--- config.mk ---
export PLATFORM = sky130hd
export DESIGN_NAME = axi_stream_packet_arbiter
export DESIGN_NICKNAME = d
export VERILOG_FILES = /design/src/rtl/axi_stream_packet_arbiter.sv
export SDC_FILE = /design/constraint.sdc
export NUM_CORES = 1
export LEC_CHECK = 0
export BUFFER_PORTS_ARGS = -buffer_cell sky130_fd_sc_hd__buf_2
export CAP_MARGIN = 20
export CORE_UTILIZATION = 44
export CTS_CLUSTER_DIAMETER = 30
export DETAILED_ROUTE_END_ITERATION = 8
export GPL_TIMING_DRIVEN = 0
export HOLD_SLACK_MARGIN = 0.02
export PLACE_DENSITY = 0.86
export SYNTH_ARGS = -nofsm -noshare
export SYNTH_HDL_FRONTEND = slang
export SYNTH_SLANG_ARGS = --single-unit
--- constraint.sdc ---
create_clock -name clk -period 1.8 [get_ports clk]
set_input_delay 0.36 -clock clk [delete_from_list [all_inputs] [get_ports clk]]
set_output_delay 0.36 -clock clk [all_outputs]
set_load 0.1 [all_outputs]
--- src/rtl/axi_stream_packet_arbiter.sv ---
`default_nettype none
// ============================================================================
// Module   : axi_stream_packet_arbiter
// Brief    : Two-input, packet-granular round-robin AXI-stream arbiter.
//            A grant is held from the first beat of a packet through its
//            tlast beat, so packets from the two sources never interleave.
//            The sink side is driven from a one-entry register slice.
// Ports    : clk, rst            - clock, synchronous active-high reset
//            s0_* / s1_*         - source streams (tvalid, tready, tdata,
//                                  tlast, tkeep)
//            m_*                 - merged sink stream (tvalid, tready, tdata,
//                                  tlast, tkeep) plus m_tid = source index
// Revision : 1.0 - initial release
// ============================================================================
module axi_stream_packet_arbiter #(
    parameter int DWIDTH = 32
) (
    input  logic                  clk,
    input  logic                  rst,
    input  logic                  s0_tvalid,
    output logic                  s0_tready,
    input  logic [DWIDTH-1:0]     s0_tdata,
    input  logic                  s0_tlast,
    input  logic [DWIDTH/8-1:0]   s0_tkeep,
    input  logic                  s1_tvalid,
    output logic                  s1_tready,
    input  logic [DWIDTH-1:0]     s1_tdata,
    input  logic                  s1_tlast,
    input  logic [DWIDTH/8-1:0]   s1_tkeep,
    input  logic                  m_tready,
    output logic                  m_tvalid,
    output logic [DWIDTH-1:0]     m_tdata,
    output logic                  m_tlast,
    output logic [DWIDTH/8-1:0]   m_tkeep,
    output logic                  m_tid
);

    localparam int         c_KWIDTH  = DWIDTH / 8;
    localparam logic [0:0] c_ST_IDLE = 1'b0;
    localparam logic [0:0] c_ST_LOCK = 1'b1;

    logic [0:0]          r_state;
    logic                r_grant;
    logic                r_rr_last;
    logic                r_m_tvalid;
    logic [DWIDTH-1:0]   r_m_tdata;
    logic                r_m_tlast;
    logic [c_KWIDTH-1:0] r_m_tkeep;
    logic                r_m_tid;

    logic                w_slice_free;
    logic                w_sel_valid;
    logic                w_sel_last;
    logic [DWIDTH-1:0]   w_sel_data;
    logic [c_KWIDTH-1:0] w_sel_keep;
    logic                w_load;

    // Ready is a function of registered state and m_tready only; it never
    // looks at any tvalid, which keeps the source handshake loop-free.
    assign w_slice_free = (r_state == c_ST_LOCK) && (!r_m_tvalid || m_tready);
    assign s0_tready    = w_slice_free && !r_grant;
    assign s1_tready    = w_slice_free &&  r_grant;

    // Mux of the granted source.
    assign w_sel_valid  = r_grant ? s1_tvalid : s0_tvalid;
    assign w_sel_last   = r_grant ? s1_tlast  : s0_tlast;
    assign w_sel_data   = r_grant ? s1_tdata  : s0_tdata;
    assign w_sel_keep   = r_grant ? s1_tkeep  : s0_tkeep;
    assign w_load       = w_slice_free && w_sel_valid;

    always_ff @(posedge clk) begin
        if (rst) begin
            r_state    <= c_ST_IDLE;
            r_grant    <= 1'b0;
            // Pretend port 1 finished last so port 0 wins the first tie.
            r_rr_last  <= 1'b1;
            r_m_tvalid <= 1'b0;
            r_m_tdata  <= '0;
            r_m_tlast  <= 1'b0;
            r_m_tkeep  <= '0;
            r_m_tid    <= 1'b0;
        end else begin
            case (r_state)
                c_ST_IDLE: begin
                    if (s0_tvalid && s1_tvalid) begin
                        r_grant <= ~r_rr_last;
                        r_state <= c_ST_LOCK;
                    end else if (s0_tvalid) begin
                        r_grant <= 1'b0;
                        r_state <= c_ST_LOCK;
                    end else if (s1_tvalid) begin
                        r_grant <= 1'b1;
                        r_state <= c_ST_LOCK;
                    end
                end
                c_ST_LOCK: begin
                    // Release the grant on the tlast handshake; the next
                    // cycle is the arbitration bubble.
                    if (w_load && w_sel_last) begin
                        r_rr_last <= r_grant;
                        r_state   <= c_ST_IDLE;
                    end
                end
                default: r_state <= c_ST_IDLE;
            endcase

            // Output slice: a new load wins over a drain in the same cycle,
            // and the slice holds while the sink stalls.
            if (w_load) begin
                r_m_tvalid <= 1'b1;
                r_m_tdata  <= w_sel_data;
                r_m_tlast  <= w_sel_last;
                r_m_tkeep  <= w_sel_keep;
                r_m_tid    <= r_grant;
            end else if (r_m_tvalid && m_tready) begin
                r_m_tvalid <= 1'b0;
            end
        end
    end

    assign m_tvalid = r_m_tvalid;
    assign m_tdata  = r_m_tdata;
    assign m_tlast  = r_m_tlast;
    assign m_tkeep  = r_m_tkeep;
    assign m_tid    = r_m_tid;

endmodule
`default_nettype wire

==> metrics.csv <==
stage,metric,value,unit
outcome,outcome,"complete, no violations",
clocking,CTS Buf Count,5,
yosys,register area share after synthesis,39.46,%
clocking,H-tree Lvls,2,
floorplan,die footprint,5125,um2
yosys,"Avg Cell Area, Syn",10.29,um2
clocking,post-CTS setup buffers,0,
clocking,CTS Buffer Depth,2,
floorplan,Die Span Y,71.59,um
clocking,worst skew pair latency,290,ps
yosys,Syn Inst Count,207,
sta,clock skew,11.78,ps
sta,Max Slew Vio Count,0,
min_path,Worst Hold Class,input pin to flop,
global_routing,first-pass GRT wire length,8956,um
clocking,PostCTS Resize Cnt,9,
sta,final number of hold-violating endpoints,0,
yosys,#FFs+latches synth,42,
sta,minimum hold slack,361.0,ps
final_layout,number of diodes,0,
yosys,YS warnings,0,
sta,"Min Clock Period, post-route",1744,ps
floorplan,Ports,120,
yosys,async set-or-reset flop fraction in the synthesized netlist,0,%
clocking,CTS hold repair buffers,0,
run,max cap viols,0,
critical_path,Crit Path Max Fanout,10,
final_layout,Synth-to-Final Area Change,37.35,%
yosys,cell area after synthesis,2131,um2
power_and_ir_drop,PwrDens,1015,nW/um2
placement,gpl congestion,0.7602,
drt,Iter 0 DRT Violations,148,
sta,Fmax,573.3,MHz
power_and_ir_drop,Leak Pwr,1.262,nW
sta,Slew @ Worst Pin,707.6,ps
global_routing,initial antenna violation count,0,
floorplan,Initial Util,47.31,%
drt,vias per cell,5.610,
final_layout,Fill cells,383,
global_routing,vias in the first global route,2009,
floorplan,std cell rows,24,
critical_path,"Arr. time, crit path",1380,ps
global_routing,largest net degree at the start of global routing,18,
clocking,clock-pin slew on the worst setup and hold paths,90,ps
drt,DR vias,2143,
floorplan,core area,4504,um2
global_routing,overall global routing resource usage,22.41,%
yosys,Post-synth EDFFs,0,
clocking,CTS root buffer,clkbuf_8,
global_routing,grt ovf,0,
final_layout,layout cells sized above 1,50.00,%
placement,Place WS,-230.3,ps
clocking,CTS tree,yes,
power_and_ir_drop,Design Power,2.970,mW
critical_path,WP data required,1440,ps
sta,RSZ-0062 raised after global routing,false,
yosys,Synth cell types,24,
yosys,Post-Syn Nets,286,
sta,final setup margin,55.68,ps
drt,routed wire length,5635,um
power_and_ir_drop,worst vdd ir,0.4186,mV
drt,DR DRC count,0,
sta,Final Cycle Share,96.91,%
floorplan,die outline width,71.59,um
critical_path,Crit Path Category,flop to primary output,
final_layout,FF/Latch Area,843.3,um2
placement,HPWL after detailed placement,4158,um
clocking,clock sink count,42,
sta,Slew headroom,52.83,%
placement,PortBufs,118,
drt,antenna-violating nets left,0,
final_layout,NumNets Final,408,
drt,wire length per cell,14.75,um
yosys,main flop type after synthesis,dfxtp_1,
final_layout,Multi-input gate area,1151,um2
drt,DR pass1 iterations,6,
sta,# setup viols final,0,
critical_path,Setup crit end kind,primary output,
critical_path,Startpoint Class,flop,
through the flow:
stage / area (um2) / utilization (%) / cells / TNS (ps)
after floorplan: 2151 / - / 207 / -17.02
after global placement: 2806 / 62.31 / 377 / -245.0
after detailed placement: 2806 / 62.31 / 377 / -230.3
after CTS: 2927 / 64.97 / 382 / 0
after global routing: 2927 / 64.97 / 382 / 0
final: 2927 / 64.97 / 382 / 0
worst paths after layout:
| check | to | slack [ps] | cells after the start | from |
|---|---|---|---|---|
| max | s1_tready | 60 | 3 | r_state$_SDFF_PP0_ |
| min | r_grant$_SDFFE_PP0P_ | 360 | 3 | s1_tvalid |
| max reg2reg | m_tdata[0]$_SDFFE_PP0P_ | 110 | 6 | r_grant$_SDFFE_PP0P_ |
| min reg2reg | m_tlast$_SDFFE_PP0P_ | 470 | 2 | m_tlast$_SDFFE_PP0P_ |
power breakdown:
group          switching [mW]  total, mW  internal, mW
registers              0.0472       1.06          1.01
clock network           0.321      0.736         0.415
logic                   0.869       1.17         0.304
total                    1.24       2.97          1.73
layer usage:
layer / share of wire (%) / track usage (%) / vias up
li1: - / - / 1049
met3: 6.1 / 3.938 / 7
met4: 1.5 / 9.586 / 0
met1: 43 / 26.30 / 988
met5: 0 / 0 / -
met2: 49 / 40.21 / 99
state kept, by name, indices dropped and copies added, names as in the netlist:
signal / cells
m_tdata: 32
m_tkeep: 4
m_tid: 1
m_tlast: 1
m_tvalid: 1
r_grant: 1
r_rr_last: 1
r_state: 1
cells in the mapped netlist, types with 2 or more instances:
| library cell | number | share of area, % |
|---|---|---|
| a211oi_2 | 20 | 12 |
| buf_6 | 4 | 2.1 |
| dfxtp_1 | 42 | 39 |
| mux2i_1 | 37 | 17 |
| a211oi_1 | 18 | 6.3 |
| o21ai_0 | 2 | 0.47 |
| nand3_1 | 2 | 0.47 |
| a21oi_1 | 2 | 0.47 |
| clkbuf_1 | 17 | 3.0 |
| a31oi_1 | 38 | 11 |
| nor3_1 | 2 | 0.47 |
| nand2_1 | 4 | 0.70 |
| buf_2 | 6 | 1.4 |
| inv_1 | 3 | 0.53 |
area by class of cell:
type / instances / share of cell area, %
Tap cell: 52 / 2.223
Multi-Input combinational cell: 134 / 39.33
Timing Repair Buffer: 118 / 20.61
Clock inverter: 1 / 1.026
Buffer: 25 / 5.002
Inverter: 3 / 0.3848
Clock buffer: 7 / 2.608
Sequential cell: 42 / 28.82
kinds of logic (layout without fill, tap and decap cells):
kind of cell	count (synthesis)	in the layout	synth area share, %
AND/OR/NAND/NOR	13	13	3.524
AO/OA/AOI/OAI	82	82	31.00
flip-flops	42	42	39.46
multiplexers	39	39	18.61
buffers and inverters	31	154	7.399
critical path, cell delays in order, from the launching register on:
cell and delay (ps):
dfxtp_2 420, clkbuf_2 240, and3_4 210, buf_6 210
layout by cell type (no fill, tap or decap), drive strengths merged, types with 3 or more instances in the layout:
master / instances
clkbuf: 21
nand2: 4
mux2i: 37
dfxtp: 42
a31oi: 38
inv: 3
buf: 129
a211oi: 38
(Power assumes the default switching activity.)
